<file path="config.mk">
export PLATFORM = sky130hd
export DESIGN_NAME = seq_divider_36x18_flat
export DESIGN_NICKNAME = d
export VERILOG_FILES = /design/src/rtl/seq_divider_36x18_if.sv /design/src/rtl/seq_divider_36x18.sv /design/src/flat_wrapper.sv
export SDC_FILE = /design/constraint.sdc
export NUM_CORES = 1
export LEC_CHECK = 0
export CAP_MARGIN = 30
export CORE_UTILIZATION = 48
export DETAILED_ROUTE_END_ITERATION = 6
export GPL_ROUTABILITY_DRIVEN = 0
export GPL_TIMING_DRIVEN = 0
export HOLD_SLACK_MARGIN = 0.06
export PLACE_DENSITY_LB_ADDON = 0.08
export SETUP_SLACK_MARGIN = 0.4
export SYNTH_ARGS = -nofsm -noshare
export SYNTH_HDL_FRONTEND = slang
export SYNTH_SLANG_ARGS = --single-unit
</file>
<file path="constraint.sdc">
create_clock -name clk -period 2 [get_ports clk]
set_input_delay 0.4 -clock clk [delete_from_list [all_inputs] [get_ports clk]]
set_output_delay 0.4 -clock clk [all_outputs]
set_load 0.02 [all_outputs]
</file>
<file path="src/rtl/seq_divider_36x18_if.sv">
// Operand/result bundle for the sequential 36/18 unsigned divider.
// The master drives the request and operands; the slave (the divider)
// returns the busy/done handshake and the registered results.
interface seq_divider_36x18_if #(
    parameter int DIVIDEND_W = 36,
    parameter int DIVISOR_W  = 18
);
    logic                  start;
    logic [DIVIDEND_W-1:0] dividend;
    logic [DIVISOR_W-1:0]  divisor;
    logic                  busy;
    logic                  done;
    logic [DIVIDEND_W-1:0] quotient;
    logic [DIVISOR_W-1:0]  remainder;
    logic                  div_by_zero;

    modport master (
        output start, dividend, divisor,
        input  busy, done, quotient, remainder, div_by_zero
    );

    modport slave (
        input  start, dividend, divisor,
        output busy, done, quotient, remainder, div_by_zero
    );
endinterface

</file>
<file path="src/rtl/seq_divider_36x18.sv">
// Multi-cycle unsigned restoring divider, fabric logic only.
// One quotient bit per clock: a 36-bit dividend over an 18-bit divisor
// completes in 36 iterations; divide-by-zero is resolved in one cycle.
// The dividend register doubles as the quotient shift register: each
// iteration shifts its MSB into the partial remainder and shifts the new
// quotient bit into its LSB.
module seq_divider_36x18 #(
    parameter int DIVIDEND_W = 36,
    parameter int DIVISOR_W  = 18
) (
    input  logic                clk,
    input  logic                rst,
    seq_divider_36x18_if.slave  bus
);

    localparam int CNT_W = $clog2(DIVIDEND_W);

    typedef enum logic [1:0] {
        IDLE   = 2'd0,
        RUN    = 2'd1,
        FINISH = 2'd2
    } state_t;

    state_t                state_r, state_s;
    logic [DIVIDEND_W-1:0] work_r, work_s;
    logic [DIVISOR_W-1:0]  dvsr_r, dvsr_s;
    logic [DIVISOR_W:0]    prem_r, prem_s;
    logic [CNT_W-1:0]      cnt_r, cnt_s;
    logic                  busy_r, busy_s;
    logic                  done_r, done_s;
    logic                  dbz_r, dbz_s;
    logic [DIVIDEND_W-1:0] quot_r, quot_s;
    logic [DIVISOR_W-1:0]  rem_r, rem_s;

    // one restoring-division step
    logic [DIVISOR_W+1:0]  shifted_s;
    logic [DIVISOR_W:0]    diff_s;
    logic                  ge_s;
    logic [DIVISOR_W:0]    prem_step_s;
    logic [DIVIDEND_W-1:0] work_step_s;

    // Datapath: shift in the next dividend bit, trial-subtract, restore on borrow.
    always_comb begin
        shifted_s = {prem_r, work_r[DIVIDEND_W-1]};
        ge_s      = (shifted_s >= {2'b00, dvsr_r});
        // Only used when ge_s: shifted < 2*divisor, so the difference fits.
        diff_s    = shifted_s[DIVISOR_W:0] - {1'b0, dvsr_r};
        if (ge_s) begin
            prem_step_s = diff_s;
        end else begin
            prem_step_s = shifted_s[DIVISOR_W:0];
        end
        work_step_s = {work_r[DIVIDEND_W-2:0], ge_s};
    end

    // Next-state and next-register logic for the IDLE/RUN/FINISH controller.
    always_comb begin
        state_s = state_r;
        work_s  = work_r;
        dvsr_s  = dvsr_r;
        prem_s  = prem_r;
        cnt_s   = cnt_r;
        busy_s  = busy_r;
        done_s  = 1'b0;
        dbz_s   = dbz_r;
        quot_s  = quot_r;
        rem_s   = rem_r;

        case (state_r)
            IDLE: begin
                if (bus.start) begin
                    work_s = bus.dividend;
                    dvsr_s = bus.divisor;
                    prem_s = {(DIVISOR_W+1){1'b0}};
                    cnt_s  = CNT_W'(DIVIDEND_W - 1);
                    dbz_s  = 1'b0;
                    busy_s = 1'b1;
                    if (bus.divisor != {DIVISOR_W{1'b0}}) begin
                        state_s = RUN;
                    end else begin
                        state_s = FINISH;
                    end
                end else begin
                    state_s = IDLE;
                    busy_s  = 1'b0;
                end
            end
            RUN: begin
                prem_s = prem_step_s;
                work_s = work_step_s;
                cnt_s  = cnt_r - {{(CNT_W-1){1'b0}}, 1'b1};
                if (cnt_r == {CNT_W{1'b0}}) begin
                    quot_s  = work_step_s;
                    rem_s   = prem_step_s[DIVISOR_W-1:0];
                    done_s  = 1'b1;
                    busy_s  = 1'b0;
                    state_s = IDLE;
                end else begin
                    state_s = RUN;
                end
            end
            FINISH: begin
                // Divide by zero: saturate quotient, pass low dividend bits through.
                quot_s  = {DIVIDEND_W{1'b1}};
                rem_s   = work_r[DIVISOR_W-1:0];
                dbz_s   = 1'b1;
                done_s  = 1'b1;
                busy_s  = 1'b0;
                state_s = IDLE;
            end
            default: begin
                busy_s  = 1'b0;
                state_s = IDLE;
            end
        endcase
    end

    // State and datapath registers with synchronous reset that aborts any operation.
    always_ff @(posedge clk) begin
        if (rst) begin
            state_r <= IDLE;
            work_r  <= {DIVIDEND_W{1'b0}};
            dvsr_r  <= {DIVISOR_W{1'b0}};
            prem_r  <= {(DIVISOR_W+1){1'b0}};
            cnt_r   <= {CNT_W{1'b0}};
            busy_r  <= 1'b0;
            done_r  <= 1'b0;
            dbz_r   <= 1'b0;
            quot_r  <= {DIVIDEND_W{1'b0}};
            rem_r   <= {DIVISOR_W{1'b0}};
        end else begin
            state_r <= state_s;
            work_r  <= work_s;
            dvsr_r  <= dvsr_s;
            prem_r  <= prem_s;
            cnt_r   <= cnt_s;
            busy_r  <= busy_s;
            done_r  <= done_s;
            dbz_r   <= dbz_s;
            quot_r  <= quot_s;
            rem_r   <= rem_s;
        end
    end

    assign bus.busy        = busy_r;
    assign bus.done        = done_r;
    assign bus.div_by_zero = dbz_r;
    assign bus.quotient    = quot_r;
    assign bus.remainder   = rem_r;

endmodule

</file>
<file path="src/flat_wrapper.sv">
// flat-port wrapper written by rule: the top's interface ports become plain ports
module seq_divider_36x18_flat 
#(
    parameter int DIVIDEND_W = 36,
    parameter int DIVISOR_W  = 18
)
  (clk, rst, bus_start, bus_dividend, bus_divisor, bus_busy, bus_done, bus_quotient, bus_remainder, bus_div_by_zero);
  seq_divider_36x18_if #(.DIVIDEND_W(DIVIDEND_W), .DIVISOR_W(DIVISOR_W)) bus_i ();
  input  logic clk;
  input  logic rst;
  input wire logic [$bits(bus_i.start)-1:0] bus_start;
  input wire logic [$bits(bus_i.dividend)-1:0] bus_dividend;
  input wire logic [$bits(bus_i.divisor)-1:0] bus_divisor;
  output wire logic [$bits(bus_i.busy)-1:0] bus_busy;
  output wire logic [$bits(bus_i.done)-1:0] bus_done;
  output wire logic [$bits(bus_i.quotient)-1:0] bus_quotient;
  output wire logic [$bits(bus_i.remainder)-1:0] bus_remainder;
  output wire logic [$bits(bus_i.div_by_zero)-1:0] bus_div_by_zero;
  assign bus_i.start = bus_start;
  assign bus_i.dividend = bus_dividend;
  assign bus_i.divisor = bus_divisor;
  assign bus_busy = bus_i.busy;
  assign bus_done = bus_i.done;
  assign bus_quotient = bus_i.quotient;
  assign bus_remainder = bus_i.remainder;
  assign bus_div_by_zero = bus_i.div_by_zero;
  seq_divider_36x18 #(.DIVIDEND_W(DIVIDEND_W), .DIVISOR_W(DIVISOR_W)) u_core (.clk(clk), .rst(rst), .bus(bus_i));
endmodule
</file>
==> summary.md <==
| Metric | Value |
|---|---|
| Status | complete, but fails checks |
| Failing checks | design-rule violations, negative setup slack |
| Area Overhead vs Synth | 74.8% |
| PortBufs | 113 |
| Die H | about 120 um |
| Final wirelength | between 30000 and 40000 um |
| Final non-filler cell total | 1234 |
| Die ar. | about 15000 sq um |
| CTS clk-pin slew, worst paths | roughly 0.070 ns |
| IR drop worst, VDD | a little over 0.8 mV |
| Distinct cell type count after synthesis | 63 |
| Async set-reset flop share out of synthesis | 0 |
| ANT nets after route | 0 |
| Pwr dens | around 1000 nW/um^2 |
| Core ar. | 13800 sq um |
| Total grt overflow | 0 |
| Ports | 114 |
| Critical path class | register to register |
| Setup TNS after final layout | -29.07 ns |
| Synthesized net count | a little over 900 |
| Layout fillers | between 500 and 600 |
| Period utilisation layout | 1.45 |
| Number of synthesized flops with an enable pin | 0 |
| Drt drc | 3 |
| Pre-antenna DRT Iters | 7 |
| H-tree depth | 4 |
| Initial Util | 0.492 |
| Worst hold path stage count | 3 |
| Clk buf depth | 2 |
| # rows | 43 |
| Post-layout worst setup margin | -0.896 ns |
| CTS tree | done |
| Max Clk Rate | around 0.35 GHz |
| Slew headroom | 0.302 |
| DRT iter0 DRCs | roughly 1300 |
| R2R cell count | 10 |
| Overall power | 12.5 mW |
| Worst Hold Slack | 0.255 ns |
| LEAKAGE | ~4.8 nW |
| Final core occ | 0.860 |
| Clk sinks | 138 |
| Via/cell ratio | 7.03 |
| Max-Cap Viols | 0 |
| Endpoints failing setup | 97 |
| Hold Violations, Final | 0 |
| Global-route wire length before repair | ~41000 um |
| Synth Register Bits | 138 |
| Commonest cells after routing, fill and taps aside | dfxtp_1 (117), nand2_1 (73), dlygate4sd2_1 (54), nor3_2 (50), clkdlybuf4s50_1 (46) |
| Die Wd | around 120 um |
| Worst Path Required | 2.29 ns |
| Hold WC Path Type | input pin to register |
| CP endpoint kind | register |
| Placed cells | ~1100 |
| Crit-path max FO | 10 |
| Tmin final | slightly below 3 ns |
| Clk_lat worst skew | between 0.4 and 0.5 ns |
| Worst Skew | roughly 0.016 ns |
| Cell count after synthesis | 825 |
| Post-Synthesis Cell Area | ~6800 sq um |
| Hold-fix buffers, CTS | 0 |
| Syn_area_per_cell | roughly 8.2 sq um |
| Post-synthesis sequential area ratio | 0.406 |
| Ys flop type | dfxtp_1 |
| WP data arrival | approximately 3.2 ns |
| DP HPWL | about 15000 um |
| Worst Tran Pin Value | about 1.0 ns |
| Commonest non-fill, non-tap cell in the layout | dfxtp_1 |
| Root Driver | clkbuf_16 |
| Fraction of layout cells with a size suffix above 1 | 0.451 |
| CTS buffer count | 17 |
| Initial antenna violation count | 1 |
| Pin count of the biggest net entering global routing | 17 |
| WL/cell | between 20 and 30 um |
| Yosys warns | 0 |
| Vias in the first global route | 7579 |
| Crit path launch type | register |
| Via count | 8676 |
| RSZ-0062 raised after global routing | yes |
| Max-slew violations | 0 |
| Overall Global Routing Usage | 0.369 |
| Final net count | approximately 1100 |
==> routing by layer <==
layer / vias up / part of all wire / global-route usage
li1: 3382 / - / -
met1: 4019 / 0.34 / 0.451
met2: 932 / 0.44 / 0.600
met3: 341 / 0.13 / 0.0860
met4: 2 / 0.094 / 0.198
met5: - / 0.00036 / 0
==> Yosys cell counts (all sizes together) (3+ instances only) <==
| cell | instances | share of area |
|---|---|---|
| dfxtp | 138 | 0.41 |
| nor2 | 101 | 0.056 |
| nand2 | 80 | 0.044 |
| nor3 | 76 | 0.057 |
| a21oi | 62 | 0.046 |
| a211oi | 50 | 0.057 |
| clkbuf | 41 | 0.023 |
| mux2i | 40 | 0.059 |
| o21ai | 35 | 0.027 |
| inv | 31 | 0.017 |
| ha | 23 | 0.042 |
| buf | 19 | 0.017 |
| and3 | 10 | 0.0092 |
| xnor2 | 10 | 0.013 |
| a221oi | 8 | 0.011 |
| nand2b | 8 | 0.0074 |
| nand3 | 8 | 0.0059 |
| xor2 | 8 | 0.010 |
| a21o | 7 | 0.0079 |
| nor4 | 5 | 0.0046 |
| o211ai | 5 | 0.0055 |
| o22ai | 5 | 0.0046 |
| or3 | 5 | 0.0046 |
| nand4 | 4 | 0.0037 |
| o31a | 4 | 0.0052 |
| a21boi | 3 | 0.0033 |
| a32oi | 3 | 0.0039 |
| nand3b | 3 | 0.0033 |
| o21a | 3 | 0.0033 |
| o31ai | 3 | 0.0061 |
| o32ai | 3 | 0.0039 |
==> state kept, by name, summed over array words and instances (netlist names) <==
signal,count
u_core.prem_r,19
u_core.bus.busy,1
u_core.bus.quotient,36
u_core.work_r,36
u_core.cnt_r,6
u_core.bus.remainder,18
u_core.bus.div_by_zero,1
u_core.dvsr_r,18
u_core.bus.done,1
u_core.state_r,2
==> stage by stage <==
step                      setup slack (ns)  instance area [sq um]
after floorplan                    -0.0929                   6950
after global placement              -0.436                   8300
after detailed placement            -0.481                   8300
after CTS                           -0.261                  10900
after global routing                -0.905                  11900
final                               -0.896                  11900
==> cell type report <==
type	count	area (sq um)	share of cell area
repair buffers	195	2060	0.173
inverters	31	123	0.0103
flip-flops and latches	138	2800	0.235
diodes	2	5.00	0.000421
plain buffers	60	704	0.0593
well taps	180	225	0.0189
multi-input cells	596	5430	0.456
clock buffers	18	429	0.0361
clock inverters	14	124	0.0104
==> cell families (layout without fill, tap and decap cells) <==
family / after synthesis / count (layout) / synth area share
simple gates: 309 / 309 / 0.204
compound gates: 205 / 205 / 0.205
flops: 138 / 138 / 0.406
buf+inv: 91 / 318 / 0.0567
mux: 40 / 40 / 0.0589
fa+ha+maj: 24 / 24 / 0.0453
xor+xnor: 18 / 18 / 0.0232
other cells: 0 / 2 / 0
==> worst paths after layout <==
path | start | endpoint | slack (ns)
worst max-delay path | u_core.state_r[1]$_SDFF_PP0_ | u_core.bus.remainder[1]$_SDFFE_PP0P_ | -0.90
worst max register to register | u_core.state_r[1]$_SDFF_PP0_ | u_core.bus.remainder[1]$_SDFFE_PP0P_ | -0.90
worst min register to register | u_core.dvsr_r[15]$_SDFFE_PP0P_ | u_core.dvsr_r[15]$_SDFFE_PP0P_ | 0.46
worst min-delay path | bus_divisor[1] | u_core.dvsr_r[1]$_SDFFE_PP0P_ | 0.26
==> timing repair <==
item                                   CTS  global route
setup endpoints to repair              195           147
endpoints found under the hold margin    0             0
pin swaps                              113            52
cloned                                  15             4
resized for setup                      455           190
buffers inserted                        43            20
==> critical path: stages, from the launching register on <==
cell        delay (ns)
dfxtp_2           0.33
inv_2             0.10
ha_4              0.15
buf_6             0.11
buf_12            0.11
clkinvlp_4        0.20
a21boi_1          0.31
buf_2             0.33
buf_2             0.32
nand2_1           0.23
a221oi_2          0.54
==> where the power goes <==
| part | switching, mW | internal [mW] | leakage (nW) |
|---|---|---|---|
| Clock | 1.40 | 1.71 | 0.262 |
| Sequential | 0.380 | 3.02 | 1.14 |
| Combinational | 3.20 | 2.76 | 3.38 |
| Total | 4.98 | 7.48 | 4.78 |
(Power assumes the default switching activity.)
